[config.mk]
export PLATFORM = sky130hd
export DESIGN_NAME = mem_responder_ws
export DESIGN_NICKNAME = d
export VERILOG_FILES = /design/src/rtl/mem_pkg.sv /design/src/rtl/mem_lane_ext.sv /design/src/rtl/mem_responder_ws.sv
export SDC_FILE = /design/constraint.sdc
export NUM_CORES = 2
export LEC_CHECK = 0
export BUFFER_PORTS_ARGS = -buffer_cell sky130_fd_sc_hd__buf_2
export CAP_MARGIN = 20
export CELL_PAD_IN_SITES_DETAIL_PLACEMENT = 0
export CELL_PAD_IN_SITES_GLOBAL_PLACEMENT = 2
export CORE_MARGIN = 2
export CORE_UTILIZATION = 47
export CTS_CLUSTER_DIAMETER = 200
export CTS_CLUSTER_SIZE = 14
export DETAILED_ROUTE_END_ITERATION = 10
export GPL_TIMING_DRIVEN = 0
export PLACE_DENSITY_LB_ADDON = 0.1
export SLEW_MARGIN = 20
export SYNTH_ARGS = -nofsm -noshare
export SYNTH_HDL_FRONTEND = slang
export SYNTH_SLANG_ARGS = --single-unit
[constraint.sdc]
create_clock -name Clk -period 5.9 [get_ports Clk]
set_clock_uncertainty 0.05 [all_clocks]
set_input_delay 1.77 -clock Clk [delete_from_list [all_inputs] [get_ports Clk]]
set_output_delay 1.77 -clock Clk [all_outputs]
set_load 0.02 [all_outputs]
[src/rtl/mem_pkg.sv]
// Shared definitions for the wait-state memory responder: op3 codes, FSM states
// and access-size decode.
package mem_pkg;

    localparam logic [5:0] OP_LD    = 6'b000000;
    localparam logic [5:0] OP_FETCH = 6'b001000;
    localparam logic [5:0] OP_LDUB  = 6'b000001;
    localparam logic [5:0] OP_LDSB  = 6'b001001;
    localparam logic [5:0] OP_LDUH  = 6'b000010;
    localparam logic [5:0] OP_LDSH  = 6'b001010;
    localparam logic [5:0] OP_ST    = 6'b000100;
    localparam logic [5:0] OP_STB   = 6'b000101;
    localparam logic [5:0] OP_STH   = 6'b000110;

    typedef enum logic [1:0] {
        S_IDLE = 2'd0,
        S_BUSY = 2'd1,
        S_DONE = 2'd2
    } state_t;

    typedef enum logic [1:0] {
        SZ_BYTE = 2'd0,
        SZ_HALF = 2'd1,
        SZ_WORD = 2'd2
    } size_t;

    typedef struct packed {
        logic  valid;
        logic  is_store;
        logic  sign_ext;
        size_t size;
    } op_info_t;

    function automatic op_info_t decode_op(input logic [5:0] op);
        op_info_t info;
        info.valid    = 1'b1;
        info.is_store = 1'b0;
        info.sign_ext = 1'b0;
        info.size     = SZ_WORD;
        case (op)
            OP_LD, OP_FETCH: info.size = SZ_WORD;
            OP_LDUB: info.size = SZ_BYTE;
            OP_LDSB: begin
                info.size     = SZ_BYTE;
                info.sign_ext = 1'b1;
            end
            OP_LDUH: info.size = SZ_HALF;
            OP_LDSH: begin
                info.size     = SZ_HALF;
                info.sign_ext = 1'b1;
            end
            OP_ST: info.is_store = 1'b1;
            OP_STB: begin
                info.is_store = 1'b1;
                info.size     = SZ_BYTE;
            end
            OP_STH: begin
                info.is_store = 1'b1;
                info.size     = SZ_HALF;
            end
            default: info.valid = 1'b0;
        endcase
        return info;
    endfunction

endpackage

[src/rtl/mem_lane_ext.sv]
// Combinational lane logic: alignment check, big-endian lane select with
// sign/zero extension for loads, and byte-enable/replicated data for stores.
module mem_lane_ext
    import mem_pkg::*;
(
    input  logic [5:0]  opcode,
    input  logic [1:0]  addr_lo,
    input  logic [31:0] rd_word,
    input  logic [31:0] wr_data,
    output logic [31:0] load_data,
    output logic [31:0] wr_word,
    output logic [3:0]  byte_en,
    output logic        is_load,
    output logic        misalign,
    output logic        bad_op
);

    op_info_t   info;
    logic [7:0] offset_byte [4];
    logic [7:0] sel_byte;
    logic [15:0] sel_half;

    assign info = decode_op(opcode);

    // offset_byte[o] is the byte at address offset o (offset 0 is the MSB lane)
    generate
        for (genvar gi = 0; gi < 4; gi++) begin : g_lane
            assign offset_byte[gi] = rd_word[31-8*gi -: 8];
        end
    endgenerate

    assign sel_byte = offset_byte[addr_lo];
    assign sel_half = addr_lo[1] ? rd_word[15:0] : rd_word[31:16];

    always_comb begin
        load_data = rd_word;
        wr_word   = wr_data;
        byte_en   = 4'b1111;
        misalign  = 1'b0;
        case (info.size)
            SZ_BYTE: begin
                load_data = {{24{info.sign_ext & sel_byte[7]}}, sel_byte};
                wr_word   = {4{wr_data[7:0]}};
                byte_en   = 4'b1000 >> addr_lo;
            end
            SZ_HALF: begin
                load_data = {{16{info.sign_ext & sel_half[15]}}, sel_half};
                wr_word   = {2{wr_data[15:0]}};
                byte_en   = addr_lo[1] ? 4'b0011 : 4'b1100;
                misalign  = addr_lo[0];
            end
            default: misalign = |addr_lo;
        endcase
        if (!info.valid) begin
            misalign = 1'b0;
        end
        if (!info.valid || !info.is_store || misalign) begin
            byte_en = 4'b0000;
        end
    end

    assign is_load = info.valid & ~info.is_store;
    assign bad_op  = ~info.valid;

endmodule

[src/rtl/mem_responder_ws.sv]
// Memory responder with programmable wait states: accepts an MFA request,
// counts down WAIT_STATES, performs a big-endian access, then holds MFC until MFA drops.
module mem_responder_ws
    import mem_pkg::*;
#(
    parameter int ADDR_W      = 9,
    parameter int WAIT_STATES = 2
) (
    input  logic              Clk,
    input  logic              Reset,
    input  logic              MFA,
    input  logic [5:0]        Opcode,
    input  logic [ADDR_W-1:0] Address,
    input  logic [31:0]       DataIn,
    output logic [31:0]       DataOut,
    output logic              MFC,
    output logic              MisAlign,
    output logic              BadOp
);

    localparam int         WORDS     = 2 ** (ADDR_W - 2);
    localparam logic [3:0] WAIT_LOAD = 4'(WAIT_STATES);

    state_t              state_reg, state_next;
    logic [3:0]          cnt_reg, cnt_next;
    logic [5:0]          op_reg, op_next;
    logic [ADDR_W-1:0]   addr_reg, addr_next;
    logic [31:0]         wdata_reg, wdata_next;
    logic [31:0]         data_out_reg, data_out_next;
    logic                mfc_reg, mfc_next;
    logic                misalign_reg, misalign_next;
    logic                bad_op_reg, bad_op_next;
    logic [31:0]         rd_word_reg;

    logic [31:0] mem [WORDS];

    logic        access;
    logic        rd_en;
    logic        mem_we;
    logic [31:0] load_data;
    logic [31:0] wr_word;
    logic [3:0]  byte_en;
    logic        is_load;
    logic        misalign;
    logic        bad_op;

    mem_lane_ext u_lane_ext (
        .opcode    (op_reg),
        .addr_lo   (addr_reg[1:0]),
        .rd_word   (rd_word_reg),
        .wr_data   (wdata_reg),
        .load_data (load_data),
        .wr_word   (wr_word),
        .byte_en   (byte_en),
        .is_load   (is_load),
        .misalign  (misalign),
        .bad_op    (bad_op)
    );

    always_comb begin
        state_next    = state_reg;
        cnt_next      = cnt_reg;
        op_next       = op_reg;
        addr_next     = addr_reg;
        wdata_next    = wdata_reg;
        data_out_next = data_out_reg;
        mfc_next      = mfc_reg;
        misalign_next = misalign_reg;
        bad_op_next   = bad_op_reg;
        access        = 1'b0;
        case (state_reg)
            S_IDLE: begin
                if (MFA) begin
                    op_next    = Opcode;
                    addr_next  = Address;
                    wdata_next = DataIn;
                    cnt_next   = WAIT_LOAD;
                    state_next = S_BUSY;
                end
            end
            S_BUSY: begin
                if (cnt_reg == 4'd0) begin
                    access        = 1'b1;
                    mfc_next      = 1'b1;
                    misalign_next = misalign;
                    bad_op_next   = bad_op;
                    if (is_load && !misalign) begin
                        data_out_next = load_data;
                    end
                    state_next = S_DONE;
                end else begin
                    cnt_next = cnt_reg - 4'd1;
                end
            end
            S_DONE: begin
                if (!MFA) begin
                    mfc_next      = 1'b0;
                    misalign_next = 1'b0;
                    bad_op_next   = 1'b0;
                    state_next    = S_IDLE;
                end
            end
            default: state_next = S_IDLE;
        endcase
    end

    always_ff @(posedge Clk) begin
        if (Reset) begin
            state_reg    <= S_IDLE;
            cnt_reg      <= 4'd0;
            op_reg       <= 6'd0;
            addr_reg     <= '0;
            wdata_reg    <= 32'd0;
            data_out_reg <= 32'd0;
            mfc_reg      <= 1'b0;
            misalign_reg <= 1'b0;
            bad_op_reg   <= 1'b0;
        end else begin
            state_reg    <= state_next;
            cnt_reg      <= cnt_next;
            op_reg       <= op_next;
            addr_reg     <= addr_next;
            wdata_reg    <= wdata_next;
            data_out_reg <= data_out_next;
            mfc_reg      <= mfc_next;
            misalign_reg <= misalign_next;
            bad_op_reg   <= bad_op_next;
        end
    end

    // The word is fetched on the acceptance edge so it is ready even with zero wait states
    assign rd_en  = (state_reg == S_IDLE) && MFA;
    assign mem_we = access && !Reset;

    always_ff @(posedge Clk) begin
        if (mem_we) begin
            for (int i = 0; i < 4; i++) begin
                if (byte_en[i]) begin
                    mem[addr_reg[ADDR_W-1:2]][i*8 +: 8] <= wr_word[i*8 +: 8];
                end
            end
        end
        if (rd_en) begin
            rd_word_reg <= mem[Address[ADDR_W-1:2]];
        end
    end

    assign DataOut  = data_out_reg;
    assign MFC      = mfc_reg;
    assign MisAlign = misalign_reg;
    assign BadOp    = bad_op_reg;

endmodule

==> flow_summary.ini <==
[grt]
grt_max_degree = 66
grt_pass1_wl_microns = 632000
grt_pass1_vias = 75900
grt_use_met2_pct = 40.5
antenna_found_initial = 76
busiest_layer = met2
grt.overflow.total = 0
track_usage_pct = 26.6
grt_use_met3_pct = 4.86
grtUsageMet1_pct = 40.0

[critical_path]
timing.reg2reg.setup_slack_ns = 0.77
endpoint_kind = flip-flop
cp.arrival_ns = 6.11
critPathSlowestCell = mux4_2
startpoint_type = input port
critPathRequiredTime_ns = 6.50
cp_common_cell = mux4_2
path_buf_inv = 5
cpPeakStageDelay_ns = 0.67
cp_cell_sequence = clkbuf_1 -> buf_2 -> clkbuf_2 -> buf_12 -> buf_1 -> mux4_2 -> mux4_2 -> mux4_2 -> mux2_2
crit_fanout = 10
cpLargestDelayFamily = buffers and inverters
crit_type = input port to flip-flop

[pwr]
internal_power_uw = 45600
total_power_uw = 58800
p_leak_uw = 0.0559
ir_drop_uv = 226
clkPwrFrac_pct = 34.9
pwr-share-seq_pct = 57.1
power_frac_comb_pct = 7.9
power.density_nw_per_um2 = 325
netSwitchingPower_uw = 13200
swShare_pct = 22.5

[route]
drtPass1Iterations = 6
routed_wl_microns = 465000
vias = 76700
drc = 0
routedWlPerCell_microns = 38.0
drtAntennaViolNets = 0
drt-vias-per-instance = 6.28
drt_iter0_markers = 10400

[die]
die_area_sq_um = 351000
io_pins = 85
rows = 216
initial_core_util_pct = 47.1
die_w_microns = 592
core_area_sq_um = 345000
fp.dieH_microns = 592

[logic_synthesis]
ys_top_cells_by_area = edfxtp_1 (76%), mux4_2 (19%), nor2_1 (1.3%)
yosysWarningCount = 0
synth_cell_type_count = 40
ys_ff_latch = 4216
synth_largest_area_cell = edfxtp_1
ys_seq_area_share_pct = 77.3
avgSynthCellArea_sq_um = 23.1
synth_area_sq_um = 163000
syn-num-nets = 7101
synth_cells = 7049
synth_top_area_share_pct = 76.2

[timing]
layout_min_cycle_time_ns = 5.51
maxSlewViolCount = 0
setup_violations = 0
worstMarginPinSlew_ns = 1.19
whs_ns = 0.406
finalHoldViolCount = 0
rsz0062_at_grt = no
fmax_mhz = 182
max_slew_margin_pct = 21.0
finalSetupTns_ns = 0
fin_ws_ns = 0.393
fin_crit_sh_pct = 93.3

[clock_tree]
cts_tree = built
cts_setup_buffers = 0
clockBufferDepth = 4
clkLatencyLatePin_ns = 0.93
cts_buffers = 339
cts_resized = 0
htree_levels = 5
clock-sinks = 4216
clock-root-buffer = clkbuf_16
hold_buffers = 0
clk_pin_slew_worst_paths_ns = 0.07

[place]
post-dp-hpwl_microns = 342000
port_buffers = 76
place.gp.congestion = 0.939
dpl_worst_slack_ns = -0.520
dpl_cell_area_sq_um = 172000

[finish]
layout-drive-gt1-share_pct = 27.8
largest_reg_flops = 4096
syn2layout_area_growth_pct = 11.2
final_area_sq_um = 181000
fin_nets = 7626

[run_status]
status = finished, final reports clean

[job]
cap_violations = 0

[worst_hold_path]
hp-class = flip-flop to flip-flop
## per-stage QoR
step	util [%]	cells
detailed placement	49.8	11800
finish	52.4	12200
global placement	48.9	11700
floorplan	-	7049
CTS	52.4	12200
global route	52.4	12200
## per-layer routing
layer / up-vias / part of all wire (%)
met2: 3318 / 46
met3: 520 / 8.1
li1: 30600 / -
met5: - / 0.022
met1: 42300 / 43
met4: 14 / 2.9
## cells by family after synthesis
family / after synthesis / share of synthesized area, %
buffers and inverters: 413 / 1.04
AO/OA/AOI/OAI: 145 / 0.555
XOR/XNOR: 3 / 0.0162
flip-flops: 4216 / 77.3
adder cells (fa/ha/maj): 2 / 0.0154
AND/OR/NAND/NOR: 870 / 2.08
multiplexers: 1400 / 19.0
## cells in the final DEF, fill, tap and decap left out, drive strengths merged, types with 19 or more instances in the layout
| cell | Yosys | final |
|---|---|---|
| dfxtp | 88 | 88 |
| nand2 | 252 | 252 |
| a211oi | 33 | 33 |
| clkbuf | 266 | 646 |
| nor2 | 569 | 569 |
| mux4 | 1345 | 1345 |
| diode | 0 | 19 |
| a21oi | 69 | 69 |
| edfxtp | 4128 | 4128 |
| buf | 142 | 324 |
| mux2 | 55 | 55 |
## path summary, 6_finish.rpt
check                          startpoint  cells past startpoint                   endpoint
setup / recovery               Address[4]                      9  rd_word_reg[11]$_DFFE_PP_
hold / removal           MFC$_SDFFE_PP0P_                      2           MFC$_SDFFE_PP0P_
setup reg to reg  cnt_reg[0]$_SDFFE_PP0P_                      9       mem[55][0]$_DFFE_PP_
hold reg to reg          MFC$_SDFFE_PP0P_                      2           MFC$_SDFFE_PP0P_
## worst reg2reg max path, delay by kind of cell (launching register included)
kind | cells | cell delay, ns
flops | 1 | 0.34
fa+ha+maj | 1 | 0.14
buf+inv | 3 | 1.24
simple gates | 4 | 2.59
compound gates | 1 | 0.40
## cell usage after synthesis (all sizes together)
library cell     n
edfxtp        4128
mux4          1345
nor2           569
clkbuf         266
nand2          252
buf            142
dfxtp           88
a21oi           69
mux2            55
a211oi          33
o22ai           16
nor3            11
a222oi           7
a22oi            7
nand3            7
nand2b           5
nor3b            5
o21ai            5
nand4            4
nor2b            4
a21o             3
inv              3
nor4             3
xor2             3
and3b            2
clkinv           2
ha               2
nand3b           2
o211ai           2
or4              2
a211o            1
a221oi           1
a31oi            1
and2             1
and3             1
nand4b           1
or3b             1
## final cells by class
class | instances | area [sq um]
antenna | 19 | 47.5
buffer | 408 | 1750
clock buffer | 378 | 8840
clock inverter | 12 | 128
fill | 26600 | 164000
inverter | 5 | 18.8
multi-input combinational | 2420 | 35600
sequential | 4216 | 126000
tap | 4578 | 5730
timing repair buffer | 184 | 2990
## power by group through the flow
stage | clock network, uW | registers, uW | logic, uW
after floorplan | 0 | 34300 | 2100
after global placement | 0 | 34600 | 3890
after detailed placement | 0 | 34200 | 4650
after CTS | 20900 | 33600 | 4660
after global routing | 21900 | 33600 | 4860
final | 20500 | 33600 | 4670
Power figures use the tool's default switching activity.
